===== src/rtl/drac_pkg.sv =====
// +----------------------------------------------------------------------+
// | Module : drac_pkg                                                    |
// | Brief  : Shared checkpoint types and defaults for the rename stage.  |
// | Rev    : 1.0  initial release                                        |
// +----------------------------------------------------------------------+
`default_nettype none

package drac_pkg;

   // Number of checkpoint versions shared by the free list and rename table
   localparam int NUM_CHECKPOINTS = 4;
   localparam int CKPT_W          = $clog2(NUM_CHECKPOINTS);

   typedef logic [CKPT_W-1:0] checkpoint_ptr;

   // Checkpoint controller sequencing states
   typedef enum logic [1:0] {
      IDLE    = 2'd0,
      RECOVER = 2'd1,
      STALL   = 2'd2
   } ckpt_ctrl_state_t;

endpackage

`default_nettype wire


===== src/rtl/rename_checkpoint_ctrl.sv =====
// +----------------------------------------------------------------------+
// | Module : rename_checkpoint_ctrl                                      |
// | Brief  : Grants branch checkpoints, retires them oldest-first and    |
// |          sequences recovery on mispredict or commit rollback.        |
// | Rev    : 1.0  initial release                                        |
// +----------------------------------------------------------------------+
`default_nettype none

module rename_checkpoint_ctrl #(
   parameter int NUM_CHECKPOINTS = drac_pkg::NUM_CHECKPOINTS,
   parameter int CKPT_W          = $clog2(NUM_CHECKPOINTS),
   parameter int RECOVER_STALL   = 2
) (
   input  logic              clk_i,
   input  logic              rstn_i,
   input  logic              br_req_i,
   output logic              br_stall_o,
   output logic              do_checkpoint_o,
   output logic [CKPT_W-1:0] checkpoint_label_o,
   input  logic              resolve_valid_i,
   input  logic [CKPT_W-1:0] resolve_label_i,
   input  logic              resolve_mispredict_i,
   output logic              do_recover_o,
   output logic [CKPT_W-1:0] recover_label_o,
   output logic              delete_checkpoint_o,
   input  logic              commit_roll_back_i,
   output logic              out_of_checkpoints_o,
   output logic              recovering_o
);

   localparam int CNT_W = CKPT_W + 1;
   localparam int SC_W  = (RECOVER_STALL > 1) ? $clog2(RECOVER_STALL) : 1;

   // Distance of a label from the oldest live checkpoint, modulo the ring size
   function automatic logic [CKPT_W-1:0] ckpt_age(input logic [CKPT_W-1:0] lbl,
                                                  input logic [CKPT_W-1:0] base);
      return lbl - base;
   endfunction

   logic [CKPT_W-1:0]          head_q;
   logic [CKPT_W-1:0]          tail_q;
   logic [CNT_W-1:0]           count_q;
   logic [NUM_CHECKPOINTS-1:0] resolved_q;
   drac_pkg::ckpt_ctrl_state_t state_q, state_d;
   logic [SC_W-1:0]            stall_q, stall_d;

   logic [CKPT_W-1:0] label_age;
   logic [CKPT_W-1:0] head_inc;
   logic              label_live;
   logic              mp;
   logic              good_resolve;
   logic              grant;
   logic              del;

   assign label_age    = ckpt_age(resolve_label_i, tail_q);
   assign label_live   = {1'b0, label_age} < count_q;
   assign head_inc     = head_q + CKPT_W'(1);

   // A mispredict only counts for a label that is still in flight; rollback overrides it
   assign mp           = resolve_valid_i & resolve_mispredict_i & label_live & ~commit_roll_back_i;
   assign good_resolve = resolve_valid_i & ~resolve_mispredict_i & label_live;

   // One slot is always kept spare so head never catches up with tail
   assign grant = br_req_i & (state_q == drac_pkg::IDLE)
                & (count_q < CNT_W'(NUM_CHECKPOINTS - 1)) & ~mp & ~commit_roll_back_i;
   assign del   = (count_q != '0) & resolved_q[tail_q] & ~mp & ~commit_roll_back_i;

   assign do_checkpoint_o      = grant;
   assign checkpoint_label_o   = head_q;
   assign br_stall_o           = br_req_i & ~grant;
   assign do_recover_o         = mp;
   assign recover_label_o      = resolve_label_i;
   assign delete_checkpoint_o  = del;
   assign out_of_checkpoints_o = (count_q == CNT_W'(NUM_CHECKPOINTS - 1));
   assign recovering_o         = (state_q != drac_pkg::IDLE);

   // Checkpoint ring pointers, occupancy and per-label resolution flags
   always_ff @(posedge clk_i) begin
      if (!rstn_i || commit_roll_back_i) begin
         head_q     <= '0;
         tail_q     <= '0;
         count_q    <= '0;
         resolved_q <= '0;
      end else if (mp) begin
         head_q  <= resolve_label_i;
         count_q <= {1'b0, label_age};
         // The mispredicted label and everything younger is discarded
         for (int i = 0; i < NUM_CHECKPOINTS; i++) begin
            if (ckpt_age(CKPT_W'(i), tail_q) >= label_age) begin
               resolved_q[i] <= 1'b0;
            end
         end
      end else begin
         if (good_resolve) begin
            resolved_q[resolve_label_i] <= 1'b1;
         end
         if (del) begin
            resolved_q[tail_q] <= 1'b0;
            tail_q             <= tail_q + CKPT_W'(1);
         end
         if (grant) begin
            resolved_q[head_inc] <= 1'b0;
            head_q               <= head_inc;
         end
         case ({grant, del})
            2'b10:   count_q <= count_q + CNT_W'(1);
            2'b01:   count_q <= count_q - CNT_W'(1);
            default: count_q <= count_q;
         endcase
      end
   end

   // Recovery FSM state and stall counter registers
   always_ff @(posedge clk_i) begin
      if (!rstn_i) begin
         state_q <= drac_pkg::IDLE;
         stall_q <= '0;
      end else begin
         state_q <= state_d;
         stall_q <= stall_d;
      end
   end

   // Recovery FSM next-state: rollback aborts, mispredict (re)enters RECOVER
   always_comb begin
      state_d = state_q;
      stall_d = stall_q;
      if (commit_roll_back_i) begin
         state_d = drac_pkg::IDLE;
         stall_d = '0;
      end else if (mp) begin
         state_d = drac_pkg::RECOVER;
         stall_d = SC_W'(RECOVER_STALL - 1);
      end else begin
         case (state_q)
            drac_pkg::RECOVER: begin
               state_d = (RECOVER_STALL == 1) ? drac_pkg::IDLE : drac_pkg::STALL;
            end
            drac_pkg::STALL: begin
               if (stall_q <= SC_W'(1)) begin
                  state_d = drac_pkg::IDLE;
               end else begin
                  stall_d = stall_q - SC_W'(1);
               end
            end
            default: state_d = drac_pkg::IDLE;
         endcase
      end
   end

endmodule

`default_nettype wire

===== config.mk =====
export PLATFORM = sky130hd
export DESIGN_NAME = rename_checkpoint_ctrl
export DESIGN_NICKNAME = d
export VERILOG_FILES = /design/src/rtl/drac_pkg.sv /design/src/rtl/rename_checkpoint_ctrl.sv
export SDC_FILE = /design/constraint.sdc
export NUM_CORES = 1
export LEC_CHECK = 0
export BUFFER_PORTS_ARGS = -buffer_cell sky130_fd_sc_hd__buf_2
export CAP_MARGIN = 10
export CORE_ASPECT_RATIO = 1.4
export CORE_MARGIN = 5
export CORE_UTILIZATION = 56
export DETAILED_ROUTE_END_ITERATION = 8
export PLACE_DENSITY = 0.81
export SYNTH_ARGS = -nofsm -noshare
export SYNTH_HDL_FRONTEND = slang
export SYNTH_SLANG_ARGS = --single-unit

===== constraint.sdc =====
create_clock -name clk_i -period 5.2 [get_ports clk_i]
set_input_delay 1.04 -clock clk_i [delete_from_list [all_inputs] [get_ports clk_i]]
set_output_delay 1.04 -clock clk_i [all_outputs]
set_load 0.02 [all_outputs]

# Word-level counts from Yosys, hierarchy flattened
# Index checks and enable logic that the tools add are counted.
# word_totals
ff_bits,14
out_inout_bits,10
word_cells,116
inputBits,8
# op_classes
mux,30
n_reduce_logical,17
magnitude_cmp,13
n_addsub,10
eq_ne,12
bitwise_logic,23
# op_table
op,n
4-bit two-way mux,8
1-bit bitwise AND,13
1-bit two-way mux,12
2-bit by 3-bit < comparator with 1-bit output (second input constant),3
4-bit bitwise AND,2
2-bit >= comparator,4
2-bit two-way mux,4
2-bit by 1-bit inequality test with 1-bit output (second input constant),4
4-bit inverter,2
2-bit nonzero test,4
1-bit demux with 2-bit select,3
2-bit by 1-bit >= comparator with 1-bit output (second input constant),3
3-bit case mux with 2 select lines,1
3-bit nonzero test,2
1-bit inverter,5
2-bit by 1-bit adder with 2-bit output (second input constant),2
2-bit by 1-bit equality test with 1-bit output (second input constant),2
2-bit equality test (second input constant),2
2-bit inequality test (second input constant),2
4-bit bitwise OR,1
2-bit case mux with 2 select lines,1
2-bit AND reduction,2
2-bit OR reduction,2
1-bit by 2-bit subtractor with 2-bit output (first input constant),2
16 further kinds,19

# Logic depth before layout (Yosys ltp)
# depth
depth_word,15
ltp_mapped,16
ltp_nobuf,15

# Worst setup path before layout
# No wires, ideal clock.
# synth_timing
path_kind,input to register
from,in resolve_label_i[0]
to,reg count_q[1]
stages,15
arrival_ns,4.039
setup_slack_ns,1.088
required_time_ns,5.127
cell_sequence,inv_1 > ha_1 > fa_1 > inv_1 > ha_1 > nand2b_1 > o2111ai_4 > and2_4 > buf_6 > ha_1 > inv_1 > fa_1 > nor2b_1 > a221o_1 > a21oi_1
# synth_via
elab_chain_cells,10
word_cells_on_any_way,14
# synth_rtl
element,line,rtl
"start, declared",rename_checkpoint_ctrl.sv:21,"input logic [CKPT_W-1:0] resolve_label_i,"
2-bit subtractor *,rename_checkpoint_ctrl.sv:37,return lbl - base;
2-bit by 3-bit < comparator with 1-bit output *,rename_checkpoint_ctrl.sv:56,"assign label_live = {1'b0, label_age} < count_q;"
1-bit bitwise AND * (2 in series),rename_checkpoint_ctrl.sv:60,assign mp = resolve_valid_i & resolve_mispredict_i & label_live & ~commit_roll_back_i;
1-bit inverter (no line) *,n/a,
1-bit bitwise AND * (2 in series),rename_checkpoint_ctrl.sv:66,assign del = (count_q != '0) & resolved_q[tail_q] & ~mp & ~commit_roll_back_i;
net delete_checkpoint_o,rename_checkpoint_ctrl.sv:25,"output logic delete_checkpoint_o,"
2-bit by 1-bit equality test with 1-bit output / 2-bit equality test (equally long branches),rename_checkpoint_ctrl.sv:105,"case ({grant, del})"
3-bit case mux with 2 select lines,rename_checkpoint_ctrl.sv:105,
2-bit two-way mux,rename_checkpoint_ctrl.sv:84,end else if (mp) begin
"end signal, assigned",rename_checkpoint_ctrl.sv:86,"count_q <= {1'b0, label_age};"
"end signal, assigned",rename_checkpoint_ctrl.sv:106,2'b10: count_q <= count_q + CNT_W'(1);
"end signal, assigned",rename_checkpoint_ctrl.sv:107,2'b01: count_q <= count_q - CNT_W'(1);
"end, declared",rename_checkpoint_ctrl.sv:42,logic [CNT_W-1:0] count_q;
# Mark *: on every way through the listed nets, which the timed path passes. The rest lies on a longest branch.
# A chain may end at the register's enable or synchronous reset.

# Final worst setup path
# layout_timing
from,in resolve_label_i[0]
to,out delete_checkpoint_o
# layout_via
elab_chain_cells,7
# layout_rtl
element,line
2-bit subtractor,rename_checkpoint_ctrl.sv:37
2-bit by 3-bit < comparator with 1-bit output,rename_checkpoint_ctrl.sv:56
1-bit bitwise AND (2 in series),rename_checkpoint_ctrl.sv:60
1-bit inverter (no line),n/a
1-bit bitwise AND (2 in series),rename_checkpoint_ctrl.sv:66
"end, declared",rename_checkpoint_ctrl.sv:25
# Every way passes these cells.

==> metrics <==
DRC 0; H-tree level count 1; #FFs+latches synth 13; crit path DAT 3.47 ns; Filler Cell Count 169; top cells by count, synth inv_1 (20), ha_1 (16), dfxtp_1 (13), nor2_1 (5); Layout area overhead 8.05%; Post-synth EDFFs 0; area leader, netlist dfxtp_1; Critical Path Sink delete_checkpoint_o; total power 0.207 mW; post-route ant nets 0; Max-slew headroom 0.607; total CTS buffers 3; Pwr Density 160 nW/um^2; clk slew on worst S/H paths 0.08 ns; gr busiest metal met2; Worst Setup End Kind output port; Setup crit start kind input port; Non-Filler Instances 163; DR pass1 iterations 4; post_cts resized 0; max-cap violations 0; Syn Nets approximately 150; first-pass GRT wire length between 4 and 5 mm; vias in the first global route 1,038; grt met1 use 0.209; register area share after synthesis 0.217; Post-Syn Instances 126; Layout Nets between 150 and 200; clock latency on the worst-skew pair 0.27 ns; final worst-path cycle share 0.867; crit path kind input port to output port; VDD IR max approximately 0.00014 V; critical path peak fanout 13; # IOs 18; Netlist cell types 39; r2r worst-path depth 13; Remaining Overflow, GRT 0; Area contributors post-synth dfxtp_1 (22%), ha_1 (17%), inv_1 (6.3%); drt wl/cell 16.2 um; Hold WC Path Type flop to flop; hold slack final 0.447 ns; worst clock skew 0.00505 ns; final hold vios 0; CTS Sinks 13; Pleak slightly below 0.6 nW; Synth Area per Inst 9.50 um^2; most numerous cell in the Yosys netlist inv_1; CORE AREA 2000 um^2; setup TNS 0 ns; required time worst endpoint 4.16 ns; critical path launch point resolve_label_i[0]; die height 64.7 um; max-slew violation count 0; min Tclk post-route approximately 4.5 ns; Post-Syn Area 1200 um^2; r2r startpoint tail_q[1]; Synth async-reset ratio 0; Via Count roughly 1,000; clk root buf clkbuf_4; pin count of the biggest net entering global routing 14; GRT met3 Usage 0.0252; placement-stage cell area approximately 1300 um^2; CTS Buffer Depth 2; initial antenna violation count 0; Die W 49.1 um; Initial Utilization 0.600; vias per cell 6.09; Non-Filler Cell Area, Final 1290 um^2; RSZ-0062 raised after global routing no; prevailing post-synth register cell dfxtp_1; CTS tree built; YS warnings 0; routability cong. 0.932; Synth top area share 0.217; die area between 3000 and 4000 um^2; Placed Cells between 150 and 200; max incr delay on CP between 0.5 and 0.6 ns; reg2reg end count_q[1]; met2 Use GR 0.305; crit-path cells buf_2, inv_1, ha_1, fa_1, inv_1, ha_1, nand2b_1, o2111ai_4, and2_4, buf_2; Crit-path slowest cell fa_1; slew of the pin with the lowest slew margin a little under 0.6 ns; DRT iter0 DRCs 33; hpwl dp roughly 2.2 mm; layout cell share with drive strength beyond 1 0.204; drt total wl 2.65 mm; row cnt 19; n_diodes 0; Peak Freq 222 MHz; PortBufs 17; # hold bufs at CTS 0; GRT Total Usage 0.177; Setup Viol. Count Final 0; postcts setup bufs 0; status finished, final reports clean; setup slack, reg-to-reg 1.44 ns
==> through the flow <==
step / setup slack (ns) / utilization
2_1_floorplan: 1.09 / -
3_3_place_gp: 0.758 / 0.635
3_5_place_dp: 0.625 / 0.635
4_1_cts: 0.706 / 0.648
5_1_grt: 0.537 / 0.648
6_report: 0.693 / 0.648
==> power breakdown <==
part / switching (mW) / internal (mW) / total [mW]
Clock: 0.0327 / 0.0297 / 0.0624
Sequential: 0.00153 / 0.101 / 0.102
Combinational: 0.0273 / 0.0151 / 0.0424
Total: 0.0616 / 0.146 / 0.207
==> state kept, by name, indices dropped and copies added (netlist names) <==
signal and cells:
checkpoint_label_o 2, count_q 3, resolved_q 4, tail_q 2
state_q 2
==> kinds of logic after synthesis <==
| kind of cell | Yosys count | share of synthesized area |
|---|---|---|
| multiplexers | 4 | 0.0439 |
| XOR/XNOR | 5 | 0.0366 |
| adder cells (fa/ha/maj) | 19 | 0.217 |
| flip-flops | 13 | 0.217 |
| buffers and inverters | 25 | 0.0972 |
| AND/OR/NAND/NOR | 31 | 0.145 |
| AO/OA/AOI/OAI | 29 | 0.242 |
==> layout by cell type, fill, tap and decap left out, drive strengths merged, types with 2 or more instances in the layout <==
cell type | synthesis | final
fa | 3 | 3
nand2b | 2 | 2
ha | 16 | 16
a31oi | 4 | 4
a2111oi | 4 | 4
nor2b | 2 | 2
nor3 | 2 | 2
dfxtp | 13 | 13
xnor2 | 3 | 3
nand3 | 2 | 2
o211a | 2 | 2
a21oi | 2 | 2
a211oi | 4 | 4
o2111a | 2 | 2
nor3b | 3 | 3
inv | 20 | 20
mux2i | 3 | 3
and2 | 3 | 3
nor2 | 5 | 5
xor2 | 2 | 2
buf | 4 | 17
clkbuf | 1 | 4
o21ai | 4 | 4
nand4 | 4 | 4
nand2 | 4 | 4
a22oi | 2 | 2
==> layout make-up <==
| type | count | area [um^2] | share of cell area |
|---|---|---|---|
| multi-input combinational | 88 | 821 | 0.634 |
| sequential | 13 | 260 | 0.201 |
| timing repair buffer | 17 | 85.1 | 0.0658 |
| inverter | 20 | 75.1 | 0.0580 |
| clock buffer | 4 | 26.3 | 0.0203 |
| tap | 21 | 26.3 | 0.0203 |
==> metal layers <==
metal,wire (um),share of wire
met2,1370,0.52
met1,1060,0.40
met4,86,0.033
met5,0,0
met3,131,0.050
==> critical path: cells and delay by family <==
family | cells | cell delay (ns)
simple gates | 2 | 0.45
compound gates | 1 | 0.39
fa+ha+maj | 3 | 1.09
buf+inv | 4 | 0.50
==> how the worst min path moves through the flow <==
stage                from    endpoint  slack, ns  depth (start not counted)
4_1_cts        state_q[1]  state_q[1]       0.45                          1
3_5_place_dp   state_q[1]  state_q[1]       0.44                          1
6_report       state_q[1]  state_q[1]       0.45                          1
5_1_grt        state_q[1]  state_q[1]       0.47                          1
3_3_place_gp   state_q[1]  state_q[1]       0.43                          1
2_1_floorplan  state_q[1]  state_q[1]       0.41                          1
Note: power is estimated with default switching activity, not from simulation.
